## config.mk

```make
export PLATFORM = sky130hd
export DESIGN_NAME = add_share_ctrl
export DESIGN_NICKNAME = d
export VERILOG_FILES = /design/src/rtl/add_share_pkg.sv /design/src/rtl/add_share_ctrl_rr_arbiter.sv /design/src/rtl/add_share_ctrl.sv
export SDC_FILE = /design/constraint.sdc
export NUM_CORES = 1
export LEC_CHECK = 0
export CORE_MARGIN = 2
export CORE_UTILIZATION = 34
export DETAILED_ROUTE_END_ITERATION = 6
export PLACE_DENSITY = 0.66
export SLEW_MARGIN = 10
export SYNTH_ARGS = -nofsm -noshare
export SYNTH_HDL_FRONTEND = slang
export SYNTH_SLANG_ARGS = --single-unit
```

## constraint.sdc

```tcl
create_clock -name clk -period 8.15 [get_ports clk]
set_clock_uncertainty 0.2 [all_clocks]
set_input_delay 1.63 -clock clk [delete_from_list [all_inputs] [get_ports clk]]
set_output_delay 1.63 -clock clk [all_outputs]
set_load 0.05 [all_outputs]
```

## src/rtl/add_share_pkg.sv

```systemverilog
// Shared types and constants for the shared-adder controller.
package add_share_pkg;

  localparam int ADD_LAT  = 2;
  localparam int TAG_ID_W = 3;  // wide enough for up to 8 requesters

  typedef struct packed {
    logic                valid;
    logic [TAG_ID_W-1:0] id;
  } tag_t;

  // Low bit index of requester idx inside a packed N*w operand bus.
  function automatic int slice_lo(input int idx, input int w);
    return idx * w;
  endfunction

endpackage

```

## src/rtl/add_share_ctrl_rr_arbiter.sv

```systemverilog
// Round-robin arbiter: first requester at or after the pointer wins; pointer
// moves past the winner whenever a grant is issued.
module rr_arbiter #(
  parameter int N  = 4,
  parameter int PW = 2
) (
  input  logic          clk,
  input  logic          rst_n,
  input  logic          en,
  input  logic [N-1:0]  req,
  output logic [N-1:0]  grant,
  output logic [PW-1:0] grant_idx,
  output logic          grant_vld
);

  logic [PW-1:0] ptr_q, ptr_d;
  int            cand;

  always_comb begin
    grant     = '0;
    grant_idx = '0;
    grant_vld = 1'b0;
    cand      = 0;
    for (int k = 0; k < N; k++) begin
      cand = int'(ptr_q) + k;
      if (cand >= N) cand = cand - N;
      if (!grant_vld && en && req[cand]) begin
        grant[cand] = 1'b1;
        grant_idx   = PW'(cand);
        grant_vld   = 1'b1;
      end
    end
  end

  always_comb begin
    ptr_d = ptr_q;
    if (grant_vld) begin
      ptr_d = (grant_idx == PW'(N - 1)) ? '0 : grant_idx + PW'(1);
    end
  end

  always_ff @(posedge clk or negedge rst_n) begin
    if (!rst_n) ptr_q <= '0;
    else        ptr_q <= ptr_d;
  end

endmodule

```

## src/rtl/add_share_ctrl.sv

```systemverilog
// Shares one fixed-latency pipelined adder among N requesters; a tag pipe that
// mirrors the adder latency routes each sum back to its issuer.
module add_share_ctrl
  import add_share_pkg::*;
#(
  parameter int W   = 12,
  parameter int N   = 4,
  parameter int LAT = ADD_LAT
) (
  input  logic           clk,
  input  logic           rst_n,
  input  logic           en,
  input  logic [N-1:0]   req_valid,
  input  logic [N*W-1:0] req_a,
  input  logic [N*W-1:0] req_b,
  output logic [N-1:0]   req_ready,
  output logic           add_start,
  output logic [W-1:0]   add_a,
  output logic [W-1:0]   add_b,
  input  logic [W-1:0]   add_y,
  output logic [N-1:0]   rsp_valid,
  output logic [W-1:0]   rsp_data,
  output logic           busy
);

  localparam int PW = (N > 1) ? $clog2(N) : 1;

  logic [W-1:0]  op_a [N];
  logic [W-1:0]  op_b [N];
  logic [N-1:0]  eligible, grant;
  logic [PW-1:0] grant_idx;
  logic          grant_vld;

  logic          add_start_q, add_start_d;
  logic [W-1:0]  add_a_q, add_a_d, add_b_q, add_b_d;
  logic [N-1:0]  rsp_valid_q, rsp_valid_d;
  logic [W-1:0]  rsp_data_q, rsp_data_d;
  logic [N-1:0]  pending_q, pending_d;
  tag_t          tag_q [LAT+1];
  tag_t          tag_d [LAT+1];
  tag_t          tag_last;

  for (genvar gi = 0; gi < N; gi++) begin : g_slice
    assign op_a[gi] = req_a[slice_lo(gi, W) +: W];
    assign op_b[gi] = req_b[slice_lo(gi, W) +: W];
  end

  // A requester with an op in flight is masked until its response is returned.
  assign eligible = req_valid & ~pending_q & {N{en}};

  rr_arbiter #(.N(N), .PW(PW)) u_arb (
    .clk       (clk),
    .rst_n     (rst_n),
    .en        (en),
    .req       (eligible),
    .grant     (grant),
    .grant_idx (grant_idx),
    .grant_vld (grant_vld)
  );

  assign tag_last = tag_q[LAT];

  always_comb begin
    add_start_d = grant_vld;
    add_a_d     = grant_vld ? op_a[grant_idx] : add_a_q;
    add_b_d     = grant_vld ? op_b[grant_idx] : add_b_q;
    tag_d[0].valid = grant_vld;
    tag_d[0].id    = grant_vld ? TAG_ID_W'(grant_idx) : '0;
    for (int k = 1; k <= LAT; k++) tag_d[k] = tag_q[k-1];

    rsp_valid_d = '0;
    rsp_data_d  = rsp_data_q;
    pending_d   = pending_q;
    if (tag_last.valid) rsp_data_d = add_y;
    for (int i = 0; i < N; i++) begin
      if (tag_last.valid && tag_last.id == TAG_ID_W'(i)) begin
        rsp_valid_d[i] = 1'b1;
        pending_d[i]   = 1'b0;
      end
    end
    pending_d = pending_d | grant;
  end

  always_ff @(posedge clk or negedge rst_n) begin
    if (!rst_n) begin
      add_start_q <= 1'b0;
      add_a_q     <= '0;
      add_b_q     <= '0;
      rsp_valid_q <= '0;
      rsp_data_q  <= '0;
      pending_q   <= '0;
      for (int k = 0; k <= LAT; k++) tag_q[k] <= '0;
    end else begin
      add_start_q <= add_start_d;
      add_a_q     <= add_a_d;
      add_b_q     <= add_b_d;
      rsp_valid_q <= rsp_valid_d;
      rsp_data_q  <= rsp_data_d;
      pending_q   <= pending_d;
      for (int k = 0; k <= LAT; k++) tag_q[k] <= tag_d[k];
    end
  end

  assign req_ready = grant;
  assign add_start = add_start_q;
  assign add_a     = add_a_q;
  assign add_b     = add_b_q;
  assign rsp_valid = rsp_valid_q;
  assign rsp_data  = rsp_data_q;
  assign busy      = |pending_q;

endmodule
```

==> out/results.ini, run 1 <==
[cells_and_area]
multi_input_area_um2 = 2640
final_nets = 746
syn2layout_area_growth_pct = 41.8
drive_gt1_frac = 0.0608
num_antenna_cells = 0
seqCellArea_um2 = 1380
fillers = 1117
fin_util = 0.498

[clocking]
cts_made_buffers = 5
cts_hold_buf = 0
cts_setup_buffers = 0
clk_latency_ns = 0.30
path_clk_slew_ns = 0.08
cts-root-buf = clkbuf_16
clock_path_buffers = 2
numClockSinks = 55
cts-resized-gates = 0
cts_tree = done
htreeDepth = 2

[global_route]
antenna_found_initial = 0
grt_start_max_net_pins = 62
grt_pass1_vias = 4793
grt_pass1_wl_um = 25500
grt_use_total = 0.240
grt_overflow = 0

[sta]
hold_viol = 0
slew_headroom = 0.203
fmax_mhz = 145
worst_pin_slew_ns = 1.20
slew_viol_final = 0
fin_crit_sh = 0.844
fin_crit_ns = 6.88
setup_tns_ns = 0
rsz0062_at_grt = no
setup_ws_ns = 1.27
setup_violations = 0

[die]
die_h_um = 116
die_w_um = 116
pin_count = 161
start_util = 0.351
placementRows = 40
coreArea_um2 = 12200
dieArea_um2 = 13500

[place]
routabilityCongestion = 0.861
dp_worst_setup_slack_ns = 1.37
io_buffers = 160
hpwl_um = 10600

[worst_setup_path]
cp.required_ns = 6.32
crit_top_cell = clkdlybuf4s50_1
crit_arrival_ns = 5.05
path_cells = clkdlybuf4s50_1 > nor2b_1 > mux4_2 > and2_1 > buf_4 > a22oi_1 > o21ai_0 > clkdlybuf4s50_1
slowest_delay_ns = 0.84
critPathSlowestCell = clkdlybuf4s50_1
path_max_fanout = 23
start_kind = input port
cp-end-kind = primary output
crit_type = in2out

[detailed_routing]
route.detailed.drc = 0
drtIter0Drc = 537
drtPass1Iterations = 5
vias = 4862
avgViaCountPerCell = 6.13
wire_per_inst_um = 21.0
routed_wl_um = 16700
ant_nets = 0

[power_and_ir_drop]
p_leak_uw = 0.00227
power_density_nw_per_um2 = 356
ir_drop_v = 0.000207

[yosys]
yosys-top-cells-count = 77 x nor3_1, 55 x dfrtp_1, 38 x clkbuf_1
ys_async_sr_fraction = 1.00
synth.distinct_cells = 45
ys.flop_type = dfrtp_1
syn_nets = 626
netlist.top_cell.by_area = dfrtp_1
synth_edf_count = 0
yosysMostFrequentCell = nor3_1
yosysWarnings = 0
seq_area_frac_synth = 0.322
synth_area_leaders = dfrtp_1 32%, nor3_1 9.0%, a32o_1 5.6%
synth_top_cell_area_share = 0.322
synth_area_um2 = 4270
synthCells = 504
ys_ff_latch = 55
synth_area_per_cell_um2 = 8.48

[run_status]
status = completed

[hold_path]
min_path_type = reg2reg

[job]
maxCapViolCount = 0

where the power goes:
part,internal [uW],switching (uW),leakage (uW)
Sequential,394,84.7,0.000673
Clock,119,115,0.0000767
Combinational,530,916,0.00152
Total,1040,1120,0.00227
sequential cells by signal (all words and copies together) (netlist names):
name and flops:
add_a 12, add_b 12, pending_q 4, rsp_data 12, rsp_valid 4, tag_d 6, tag_last 3, u_arb.ptr_q 2
layer usage:
metal / wire length, um / track usage / vias up / part of all wire
met1: 7050 / 0.328 / 2388 / 0.42
met2: 8220 / 0.409 / 280 / 0.49
met5: 0 / 0 / - / 0
li1: - / - / 2169 / -
met4: 249 / 0.0675 / 0 / 0.015
met3: 1160 / 0.0192 / 25 / 0.069
final timing paths:
check	startpoint	endpoint	slack, ns	cells past startpoint
max	req_valid[2]	req_ready[0]	1.27	8
min	tag_d[0]	tag_last[0]	0.15	0
max reg2reg	u_arb.ptr_q[0]	u_arb.ptr_q[1]	3.59	7
min reg2reg	tag_d[0]	tag_last[0]	0.15	0
max in group asynchronous	rst_n	u_arb.ptr_q[0]	5.94	2
min in group asynchronous	rst_n	add_a[3]	1.29	2
through the flow:
step                cell area, um2  total power, uW  hold slack [ns]  std cells
finish                        6060             2160            0.153        793
global route                  6060             2270            0.158        793
CTS                           6060             2150            0.155        793
floorplan                     4270             1460            0.131        504
global placement              5910             1890            0.135        785
detailed placement            5910             1910            0.136        785
cells by family after synthesis:
| group | after synthesis | synth area share |
|---|---|---|
| adder cells (fa/ha/maj) | 7 | 0.0205 |
| multiplexers | 16 | 0.0506 |
| flip-flops | 55 | 0.322 |
| buffers and inverters | 62 | 0.0641 |
| AO/OA/AOI/OAI | 159 | 0.292 |
| AND/OR/NAND/NOR | 205 | 0.251 |
area by class of cell:
type | count | share of cell area
Clock buffer | 5 | 0.0206
Inverter | 7 | 0.00434
Tap cell | 168 | 0.0347
Timing Repair Buffer | 168 | 0.273
Multi-Input combinational cell | 387 | 0.435
Clock inverter | 3 | 0.00475
Sequential cell | 55 | 0.227
worst max-delay path: cells and delay by family:
kind | cells | cell delay (ns)
compound gates | 2 | 0.25
mux | 1 | 0.44
simple gates | 2 | 0.99
buf+inv | 3 | 1.72
placed cells by master, fill, tap and decap left out, drive strengths merged, types with 4 or more instances in the layout:
cell type	count
a211o	24
a21oi	7
a22oi	8
a32o	24
and3	26
buf	9
clkbuf	5
clkdlybuf4s50	159
dfrtp	55
ha	7
inv	10
mux2	12
nand2	5
nand2b	29
nand3	27
nor2	29
nor2b	4
nor3	77
o21a	24
o21ai	33
o41ai	24
Note: power is estimated with default switching activity, not from simulation.
==> run 2: changes to the inputs <==
--- a/config.mk
+++ b/config.mk
@@ -8,7 +8,7 @@
 export CORE_MARGIN = 2
 export CORE_UTILIZATION = 34
 export DETAILED_ROUTE_END_ITERATION = 6
-export PLACE_DENSITY = 0.66
+export PLACE_DENSITY = 0.69
 export SLEW_MARGIN = 10
 export SYNTH_ARGS = -nofsm -noshare
 export SYNTH_HDL_FRONTEND = slang
==> constraint.sdc (replaced) <==
create_clock -name clk -period 5.7 [get_ports clk]
set_clock_uncertainty 0.2 [all_clocks]
set_input_delay 1.14 -clock clk [delete_from_list [all_inputs] [get_ports clk]]
set_output_delay 1.14 -clock clk [all_outputs]
set_load 0.05 [all_outputs]
==> run 2 against run 1 <==
Against the previous run: register-to-register slack got worse by 1.7 ns; wire length fell by 0.99%; combinational power rose by 44%; sequential power rose by 45%; worst hold slack improved by 0.0055 ns; sequential share of layout area fell by 0.25 points; setup slack got worse by 0.86 ns; first-iteration DRC count rose by 7.8%.
==> out/results.ini, run 2 (synthesis gave the netlist of run 1 again) <==
[run_status]
status = completed

[worst_setup_path]
cp-end-kind = primary output
start_kind = input port
r2r_slack_ns = 1.91
crit_type = in2out
reg2reg_from = u_arb.ptr_q[0]
r2r_end = add_a[9]
slowest_delay_ns = 0.69
reg2regPathDepth = 7
path_cells = clkdlybuf4s50_1 > nor2b_1 > mux4_1 > and3_1 > a22oi_1 > o21ai_0 > buf_12
crit_arrival_ns = 3.95
critPathSlowestCell = and3_1
path_max_fanout = 16
cp.required_ns = 4.36

[clocking]
cts_setup_buffers = 0
path_clk_slew_ns = 0.08
clk_latency_ns = 0.30
cts-resized-gates = 0
cts_made_buffers = 5
cts-root-buf = clkbuf_16
htreeDepth = 2
cts_tree = done
numClockSinks = 55
cts_hold_buf = 0
clock_path_buffers = 2

[detailed_routing]
drtIter0Drc = 579
ant_nets = 0
routed_wl_um = 16500
drtPass1Iterations = 5
avgViaCountPerCell = 6.20
wire_per_inst_um = 20.8
vias = 4935
route.detailed.drc = 0

[power_and_ir_drop]
p_leak_uw = 0.00230
p_int_uw = 1510
p_comb_frac = 0.669
pwr-share-clk = 0.110
power_density_nw_per_um2 = 510
total_power_uw = 3120
p_sw_uw = 1610
ir_drop_v = 0.000251
swShare = 0.516
pwr-share-seq = 0.221

[hold_path]
whs_path_depth = 0
min-delay-start = tag_d[4]
hold_end = tag_d[0]
min_path_type = reg2reg

[global_route]
grt_use_total = 0.239
grt_pass1_wl_um = 25400
grt_overflow = 0
grt_start_max_net_pins = 62
antenna_found_initial = 0
grt_pass1_vias = 4851

[cells_and_area]
num_antenna_cells = 0
fin_util = 0.504
syn2layout_area_growth_pct = 43.4
postLayoutCellArea_um2 = 6130
drive_gt1_frac = 0.0717
fillers = 1128
final_nets = 749
final_cell_mix = 155 x clkdlybuf4s50_1, 77 x nor3_1, 54 x dfrtp_1
final_common_cell = clkdlybuf4s50_1

[sta]
slew_viol_final = 0
fin_crit_ns = 5.29
hold_viol = 0
fin_hold_ws_ns = 0.159
worst_pin_slew_ns = 1.22
rsz0062_at_grt = no
setup_violations = 0
fin_crit_sh = 0.928
setup_tns_ns = 0
fmax_mhz = 189
slew_headroom = 0.189

[die]
die_w_um = 116
dieArea_um2 = 13500
start_util = 0.351
coreArea_um2 = 12200
pin_count = 161
die_h_um = 116
placementRows = 40

[place]
place_area_um2 = 5970
io_buffers = 160
hpwl_um = 10700
routabilityCongestion = 0.880

[job]
maxCapViolCount = 0

==> run 2: worst max path at each step <==
stage / start / end
floorplan: req_valid[2] / req_ready[3]
global placement: req_valid[1] / req_ready[2]
detailed placement: req_valid[2] / req_ready[2]
CTS: req_valid[1] / req_ready[2]
global route: req_valid[2] / req_ready[2]
finish: req_valid[1] / req_ready[2]
==> run 2: layout make-up <==
class | count | area [um2] | share of cell area
Tap cell | 168 | 210 | 0.0343
Clock buffer | 5 | 125 | 0.0204
Sequential cell | 55 | 1380 | 0.225
Timing Repair Buffer | 171 | 1720 | 0.281
Inverter | 7 | 26.3 | 0.00429
Multi-Input combinational cell | 387 | 2640 | 0.430
Clock inverter | 3 | 33.8 | 0.00551
==> run 2: power by group through the flow <==
stage / clock network (uW) / registers, uW / logic (uW)
2_1_floorplan: 0 / 1140 / 957
3_3_place_gp: 0 / 687 / 2040
3_5_place_dp: 0 / 695 / 2070
4_1_cts: 346 / 691 / 2070
5_1_grt: 362 / 714 / 2210
6_report: 342 / 691 / 2090
==> run 2: per-stage QoR <==
step                      instances  setup slack [ns]
after global placement          788             0.598
final                           796             0.411
after global routing            796             0.196
after floorplan                 504             0.629
after CTS                       796             0.471
after detailed placement        788             0.506
==> run 2: critical path, delay by kind of cell <==
kind | cells | cell delay [ns]
and+or+nand+nor | 2 | 1.08
AOI/OAI and AO/OA | 2 | 0.57
buffers and inverters | 2 | 0.67
muxes | 1 | 0.48
==> run 2: per-layer routing <==
layer  wire [um]  global-route usage
met5           0                   0
met4         413              0.0857
met3        1230              0.0296
met2        8090               0.394
met1        6780               0.326
==> run 3: changes to the inputs <==
--- a/config.mk
+++ b/config.mk
@@ -8,7 +8,7 @@
 export CORE_MARGIN = 2
 export CORE_UTILIZATION = 34
 export DETAILED_ROUTE_END_ITERATION = 6
-export PLACE_DENSITY = 0.69
+export PLACE_DENSITY_LB_ADDON = 0.2
 export SLEW_MARGIN = 10
 export SYNTH_ARGS = -nofsm -noshare
 export SYNTH_HDL_FRONTEND = slang
==> run 3 against run 2 <==
Against the previous run: die area stayed put; non-clock buffer count up 3; largest cell class unchanged; final area increased by 0.33%; highest routed layer unchanged; first-iteration DRC count fell by 17%; wire length increased by 1.8%; fmax up 6.2%; final cell count is 0.38% higher; sequential power down 1%; sequential cell count is the same.
==> out/results.ini, run 3 (synthesis gave the netlist of run 1 again) <==
[sta]
slew_headroom = 0.185
fin_crit_ns = 4.98
hold_viol = 0
setup_violations = 0
rsz0062_at_grt = no
fmax_mhz = 201
worst_pin_slew_ns = 1.22
setup_tns_ns = 0
fin_crit_sh = 0.874
fin_hold_ws_ns = 0.152
slew_viol_final = 0

[global_route]
grt_use_total = 0.243
grt_pass1_vias = 4965
grt_start_max_net_pins = 62
grt_overflow = 0
grt_pass1_wl_um = 25800
antenna_found_initial = 0

[detailed_routing]
wire_per_inst_um = 21.0
avgViaCountPerCell = 6.12
routed_wl_um = 16800
drtIter0Drc = 479
vias = 4888
drtPass1Iterations = 5
ant_nets = 0
route.detailed.drc = 0

[worst_setup_path]
crit_arrival_ns = 3.64
start_kind = input port
setup.worst_path.start = req_valid[1]
critPathSlowestCell = mux4_1
reg2reg_from = u_arb.ptr_q[0]
path_cells = clkdlybuf4s50_1 > nor2b_1 > mux4_1 > and3_1 > buf_4 > a22oi_1 > o21ai_0 > buf_12
reg2regPathDepth = 8
r2r_end = add_b[4]
cp-end-kind = primary output
cp.required_ns = 4.36
r2r_slack_ns = 1.91
crit_type = in2out
slowest_delay_ns = 0.48
path_max_fanout = 16

[cells_and_area]
final_nets = 752
drive_gt1_frac = 0.0761
postLayoutCellArea_um2 = 6150
fillers = 1153
final_common_cell = clkdlybuf4s50_1
seqCellArea_um2 = 1380
final_cell_mix = 155 x clkdlybuf4s50_1, 77 x nor3_1, 54 x dfrtp_1
syn2layout_area_growth_pct = 43.9
num_antenna_cells = 0
multi_input_area_um2 = 2640

[power_and_ir_drop]
p_comb_frac = 0.672
total_power_uw = 3130
power_density_nw_per_um2 = 509
pwr-share-clk = 0.109
p_sw_uw = 1610
swShare = 0.514
p_leak_uw = 0.00232
ir_drop_v = 0.000193
pwr-share-seq = 0.218
p_int_uw = 1520

[place]
routabilityCongestion = 0.838
place_area_um2 = 5990
io_buffers = 160
hpwl_um = 10600

[hold_path]
min-delay-start = tag_d[3]
hold_end = tag_last[3]
whs_path_depth = 0
min_path_type = reg2reg

[clocking]
cts-root-buf = clkbuf_16
numClockSinks = 55
cts_made_buffers = 5
clk_latency_ns = 0.31
clock_path_buffers = 2
cts-resized-gates = 0
cts_hold_buf = 0
cts_tree = done
cts_setup_buffers = 0
htreeDepth = 2
path_clk_slew_ns = 0.08

[die]
die_w_um = 116
placementRows = 40
coreArea_um2 = 12200
start_util = 0.351
die_h_um = 116
pin_count = 161
dieArea_um2 = 13500

[run_status]
status = completed

[job]
maxCapViolCount = 0

## run 3: cell types whose count changed in the layout (fill, tap and decap cells not counted), sizes merged
cell  change
buf       +3
## run 3: metal layers
layer	vias up	part of all wire	track usage
met1	2419	0.42	0.325
met2	254	0.49	0.407
met3	28	0.074	0.0311
met5	-	0	0
li1	2187	-	-
met4	0	0.016	0.0849
## run 3: worst max-delay path, delay by kind of cell
kind,cells,cell delay [ns]
AO/OA/AOI/OAI,2,0.48
buffers and inverters,3,0.91
multiplexers,1,0.48
AND/OR/NAND/NOR,2,0.61
## run 3: worst max path at each step
stage	endpoint	slack (ns)
2_1_floorplan	req_ready[3]	0.63
3_3_place_gp	req_ready[0]	0.86
3_5_place_dp	req_ready[3]	0.80
4_1_cts	req_ready[3]	0.76
5_1_grt	req_ready[3]	0.56
6_report	req_ready[3]	0.72
## run 3: metrics by stage
step / cells / setup slack (ns) / utilization
2_1_floorplan: 504 / 0.629 / -
3_3_place_gp: 791 / 0.856 / 0.493
3_5_place_dp: 791 / 0.797 / 0.493
4_1_cts: 799 / 0.759 / 0.506
5_1_grt: 799 / 0.557 / 0.506
6_report: 799 / 0.719 / 0.506
## run 3: power by group through the flow
stage | Clock [uW] | Sequential [uW] | Combinational [uW]
2_1_floorplan | 0 | 1140 | 957
3_3_place_gp | 0 | 686 | 2060
3_5_place_dp | 0 | 691 | 2090
4_1_cts | 346 | 684 | 2090
5_1_grt | 362 | 704 | 2220
6_report | 342 | 683 | 2100
## run 3: area by class of cell
type / instances / area share
Clock buffer: 5 / 0.0204
Inverter: 7 / 0.00427
Timing Repair Buffer: 174 / 0.283
Multi-Input combinational cell: 387 / 0.429
Tap cell: 168 / 0.0342
Sequential cell: 55 / 0.224
Clock inverter: 3 / 0.00509
